`src/rtl/imsic_msi_receiver.sv`:
```
// AXI4 write-only MSI endpoint: decodes writes into (hart, identity) set-pending requests queued in a FIFO.
// Optional macro IMSIC_SETEIPNUM_BE_EN also accepts big-endian writes at page offset 0x004.
module imsic_msi_receiver #(
    parameter int                 NrHarts    = 4,
    parameter int                 NrSources  = 64,
    parameter int                 AddrW      = 32,
    parameter int                 IdW        = 4,
    parameter logic [AddrW-1:0]   BaseAddr   = 'h2400_0000,
    parameter logic [AddrW-1:0]   HartStride = 'h1000,
    parameter int                 FifoDepth  = 4,
    localparam int                HartW      = (NrHarts > 1) ? $clog2(NrHarts) : 1,
    localparam int                IdentW     = $clog2(NrSources)
) (
    input  logic              i_clk,
    input  logic              i_rst,
    input  logic              i_awvalid,
    output logic              o_awready,
    input  logic [AddrW-1:0]  i_awaddr,
    input  logic [IdW-1:0]    i_awid,
    input  logic [7:0]        i_awlen,
    input  logic              i_wvalid,
    output logic              o_wready,
    input  logic [31:0]       i_wdata,
    input  logic [3:0]        i_wstrb,
    input  logic              i_wlast,
    output logic              o_bvalid,
    input  logic              i_bready,
    output logic [IdW-1:0]    o_bid,
    output logic [1:0]        o_bresp,
    output logic              o_setip_valid,
    input  logic              i_setip_ready,
    output logic [HartW-1:0]  o_setip_hart,
    output logic [IdentW-1:0] o_setip_id
);
    localparam int PtrW      = $clog2(FifoDepth) + 1;
    localparam int StrideLog = $clog2(HartStride);

    localparam logic [1:0] ST_IDLE = 2'd0;
    localparam logic [1:0] ST_DATA = 2'd1;
    localparam logic [1:0] ST_RESP = 2'd2;

    logic [1:0]       state_q;
    logic [AddrW-1:0] addr_q;
    logic [IdW-1:0]   bid_q;
    logic [7:0]       len_q;
    logic [7:0]       beat_q;
    logic [1:0]       bresp_q;
    logic [PtrW-1:0]  wptr_q;
    logic [PtrW-1:0]  rptr_q;
    logic [HartW+IdentW-1:0] fifo_mem [FifoDepth];

    logic [AddrW-1:0] off;
    logic [AddrW-1:0] hart_full;
    logic [AddrW-1:0] page_off;
    logic             in_range;
    logic             target_ok;
    logic [31:0]      ident_data;
    logic             ident_ok;
    logic             w_hs;
    logic             last_beat;
    logic             push;
    logic             pop;
    logic             full;
    logic             empty;
    logic [1:0]       resp;
    logic             unused_wlast;

    assign unused_wlast = i_wlast;

    assign off       = addr_q - BaseAddr;
    assign hart_full = off >> StrideLog;
    assign page_off  = off & (HartStride - AddrW'(1));
    assign in_range  = (addr_q >= BaseAddr) && (hart_full < AddrW'(NrHarts));

`ifdef IMSIC_SETEIPNUM_BE_EN
    always_comb begin
        target_ok  = 1'b0;
        ident_data = i_wdata;
        if (page_off == AddrW'(0)) begin
            target_ok = 1'b1;
        end else if (page_off == AddrW'(4)) begin
            target_ok  = 1'b1;
            ident_data = {i_wdata[7:0], i_wdata[15:8], i_wdata[23:16], i_wdata[31:24]};
        end
    end
`else
    assign target_ok  = (page_off == AddrW'(0));
    assign ident_data = i_wdata;
`endif

    assign ident_ok  = (ident_data != 32'd0) && (ident_data < 32'(NrSources));
    assign empty     = (wptr_q == rptr_q);
    assign full      = (wptr_q[PtrW-1] != rptr_q[PtrW-1]) && (wptr_q[PtrW-2:0] == rptr_q[PtrW-2:0]);
    assign pop       = !empty && i_setip_ready;
    assign last_beat = (beat_q == len_q);

    // Awready is masked during reset so the port reads 0 until the first cycle after release.
    assign o_awready = (state_q == ST_IDLE) && !i_rst;
    // Wready sees only registered full, so a same-cycle pop never unblocks a beat.
    assign o_wready  = (state_q == ST_DATA) && !full;
    assign o_bvalid  = (state_q == ST_RESP);
    assign o_bid     = bid_q;
    assign o_bresp   = bresp_q;
    assign w_hs      = i_wvalid && o_wready;
    assign push      = w_hs && (len_q == 8'd0) && in_range && target_ok && (i_wstrb == 4'hF) && ident_ok;

    always_comb begin
        resp = 2'b00;
        if (!in_range) begin
            resp = 2'b11;
        end else if (len_q != 8'd0) begin
            resp = 2'b10;
        end
    end

    assign o_setip_valid = !empty;
    assign {o_setip_hart, o_setip_id} = empty ? '0 : fifo_mem[rptr_q[PtrW-2:0]];

    // NOTE: the FIFO storage is deliberately not reset; the empty flag masks stale contents on the outputs.
    always_ff @(posedge i_clk) begin
        if (push) begin
            fifo_mem[wptr_q[PtrW-2:0]] <= {hart_full[HartW-1:0], ident_data[IdentW-1:0]};
        end
    end

    // NOTE: all state here updates with <= so every read in this block sees the pre-edge value.
    always_ff @(posedge i_clk) begin
        if (i_rst) begin
            state_q <= ST_IDLE;
            addr_q  <= '0;
            bid_q   <= '0;
            len_q   <= '0;
            beat_q  <= '0;
            bresp_q <= '0;
            wptr_q  <= '0;
            rptr_q  <= '0;
        end else begin
            if (push) wptr_q <= wptr_q + 1'b1;
            if (pop)  rptr_q <= rptr_q + 1'b1;
            case (state_q)
                ST_IDLE: begin
                    if (i_awvalid) begin
                        addr_q  <= i_awaddr;
                        bid_q   <= i_awid;
                        len_q   <= i_awlen;
                        beat_q  <= '0;
                        state_q <= ST_DATA;
                    end
                end
                ST_DATA: begin
                    if (w_hs) begin
                        beat_q <= beat_q + 8'd1;
                        if (last_beat) begin
                            bresp_q <= resp;
                            state_q <= ST_RESP;
                        end
                    end
                end
                ST_RESP: begin
                    if (i_bready) state_q <= ST_IDLE;
                end
                default: state_q <= ST_IDLE;
            endcase
        end
    end
endmodule

```
`config.mk`:
```
export PLATFORM = sky130hd
export DESIGN_NAME = imsic_msi_receiver
export DESIGN_NICKNAME = d
export VERILOG_FILES = /design/src/rtl/imsic_msi_receiver.sv
export SDC_FILE = /design/constraint.sdc
export NUM_CORES = 1
export LEC_CHECK = 0
export ABC_AREA = 1
export CORE_MARGIN = 2
export CORE_UTILIZATION = 30
export CTS_CLUSTER_DIAMETER = 50
export DETAILED_ROUTE_END_ITERATION = 16
export MAX_ROUTING_LAYER = met4
export SLEW_MARGIN = 25
export SYNTH_ARGS = -nofsm -noshare
export SYNTH_HDL_FRONTEND = slang
export SYNTH_SLANG_ARGS = --single-unit
```
`constraint.sdc`:
```
create_clock -name i_clk -period 3.1 [get_ports i_clk]
set_input_delay 0.62 -clock i_clk [delete_from_list [all_inputs] [get_ports i_clk]]
set_output_delay 0.62 -clock i_clk [all_outputs]
set_load 0.03 [all_outputs]
```
==> summary.txt <==
DIE AREA: 0.0152 mm^2
Power per cell area: 520 mW/mm^2
Gr busiest metal: met2
Setup TNS: 0 ns
Synth Area in Compound Gates: 10.9%
Largest fanout on the critical path: 16
CTS Buf Count: 9
Synth top area share: 30.0%
Slew Limit Fails: 0
Ant diodes: 0
Largest net degree at the start of global routing: 50
Antenna viol nets, final: 0
Leakage power: 0.00236 uW
R2R Path Start: state_q[0]$_SDFFE_PP0P_
Met2 GRT Util: 23.4%
Top post-synthesis cells by area: dfxtp_1, edfxtp_1, nor2_1
CP cell instances: inv_1, nor2_1, o32ai_1, nand2_1, inv_1, clkdlybuf4s50_1
Clock Sinks: 96
Critical Path Slowest Stage Cell: clkdlybuf4s50_1
Initial antenna violation count: 0
Global route overflow: 0
WL final: 9790 um
Pre-CTS setup slack: 0.585 ns
CTS H-tree lvls: 3
Initial Utilization: 30.7%
Slowest stage delay, CP: 0.66 ns
Minimum clock period: 2.87 ns
Via count: 3,604
Nets: 722
Synth Area in Adders: 1.76%
Final GP Congestion: 0.803
Largest family of logic cells by synthesized area: simple AND/OR/NAND/NOR gates
Remaining DRCs: 0
Worst Tran Pin Value: 0.623 ns
# hold bufs at CTS: 0
Setup repair bufs after CTS: 0
Slew HR: 58.4%
CP endpoint kind: output port
Leading area contributor after synthesis: dfxtp_1
Max-cap violation count: 0
Post-Route Skew: 0.00944 ns
Synth cell count leaders: nor2_1, dfxtp_1, nand2_1
Setup ws final: 0.234 ns
Period Utilization, post-route: 92.4%
Top_reg_cell synth: dfxtp_1
Worst setup SP type: flip-flop
Worst path bufs/invs: 3
RSZ-0062 raised after global routing: no
Most frequent CP cell: inv_1
Hold slack: 0.460 ns
DP Wirelength: 7200 um
Wire length per cell: 12.0 um
Post-Syn Nets: 618
TritonCTS clock tree: yes
EDFF count, synth: 32
Multiplexer share of the synthesized area: 0%
Status: completed
Yosys reg bits: 96
WHS Path Cells: 2
All-Layer GR Usage: 14.0%
Required @ worst endpoint: 2.48 ns
Kind of critical path: reg -> out
Peak VDD IR: 0.000227 V
Die Y: 123 um
Chip Width: 123 um
Synthesized area: 0.00427 mm^2
Critical path depth: 6
R2R depth: 6
Fmax: 0.349 GHz
Netlist cell types: 34
Final core occ: 41.7%
Cell family with most CP delay: buffers and inverters
Yosys Warn Count: 0
Row count: 43
GR Util met1: 16.2%
Post-Synth XOR/XNOR Area: 2.23%
Routing usage on met3: 4.34%
Clk_lat worst skew: 0.35 ns
Syn Inst Count: 525
Critical path endpoint: o_setip_id[3]
RR Endpoint: fifo_mem[3][5]$_DFFE_PP_
Number of I/O port buffers: 103
Synth Area in Simple Gates: 26.5%
FFs w/ async S/R, synth: 0%
Clock Path Buffers: 2
HP Class: reg -> reg
Post-synthesis average cell area: 8.12 um^2
Vias/cell: 4.43
First-pass GRT wire length: 16,000 um
Core area: 0.0139 mm^2
Total chip power: 3000 uW
Number of global-route vias before repair: 3,430
Seq/Total Area, Yosys: 52.6%
CP arrival: 2.25 ns
1st-pass router iterations: 4
Reg-to-reg slack, setup: 1.28 ns
CTS root buffer: clkbuf_16
Final setup vio count: 0
Final Hold Viols: 0
Iter 0 DRT Violations: 221
Cell with the most instances after synthesis: nor2_1
IO Count: 105
Ratio of cells with drive above 1 in the final layout: 8.36%
Worst hold start: addr_q[30]$_SDFFE_PP0P_
Area Growth Syn to Fin: 35.6%
Post-CTS Resized: 0
Clk pin slew, worst setup/hold paths: 0.07 ns
flip-flops by register name, summed over array words and instances (netlist names), named ones only:
signal    cells
len_q         8
o_bid         4
beat_q        8
o_bresp       2
fifo_mem     32
rptr_q        3
state_q       2
wptr_q        3
addr_q       32
metal layers:
metal / wire, um / part of all wire, %
met5: 0 / 0
met4: 131 / 1.3
met3: 449 / 4.6
met2: 4790 / 49
met1: 4420 / 45
worst min path at each step:
stage | to | slack, ns
final | addr_q[30]$_SDFFE_PP0P_ | 0.46
after global routing | addr_q[30]$_SDFFE_PP0P_ | 0.50
after CTS | addr_q[30]$_SDFFE_PP0P_ | 0.47
after detailed placement | addr_q[30]$_SDFFE_PP0P_ | 0.46
after global placement | addr_q[30]$_SDFFE_PP0P_ | 0.44
after floorplan | addr_q[30]$_SDFFE_PP0P_ | 0.43
per-stage QoR:
step / instance area (um^2) / std cells
floorplan: 4270 / 525
global placement: 5510 / 798
detailed placement: 5510 / 798
CTS: 5780 / 814
global route: 5780 / 814
finish: 5780 / 814
where the power goes:
part	switching, uW	internal (uW)
logic	296	257
registers	52.3	1370
clock network	482	543
cells by family (layout without fill, tap and decap cells):
logic type / count (synthesis) / in the layout
simple gates: 265 / 265
flops: 96 / 96
compound gates: 84 / 84
buf+inv: 64 / 173
xor+xnor: 10 / 10
fa+ha+maj: 6 / 6
worst reg2reg max path: cells and delay by family, from the launching register on:
| kind | cells | cell delay (ns) |
|---|---|---|
| DFF | 1 | 0.35 |
| and+or+nand+nor | 3 | 0.58 |
| buffers and inverters | 3 | 0.53 |
final cells by class:
class	instances	area (um^2)
Fill cell	1393	8100
Sequential cell	96	2240
Multi-Input combinational cell	365	1770
Timing Repair Buffer	111	1100
Clock buffer	9	225
Tap cell	180	225
Inverter	46	173
Clock inverter	7	47.5
placed cells by master (no fill, tap or decap), types with 6 or more instances in the layout:
cell type | synthesis | layout
o32ai_1 | 8 | 8
clkdlybuf4s50_1 | 0 | 103
o21ai_0 | 55 | 55
inv_1 | 40 | 40
clkbuf_16 | 0 | 9
nor2_1 | 172 | 172
xor2_1 | 9 | 9
inv_2 | 6 | 6
nand2_2 | 10 | 10
a21oi_1 | 13 | 13
buf_4 | 0 | 7
ha_1 | 6 | 6
edfxtp_1 | 32 | 32
dfxtp_1 | 64 | 64
nand2_1 | 56 | 56
Power figures use the tool's default switching activity.
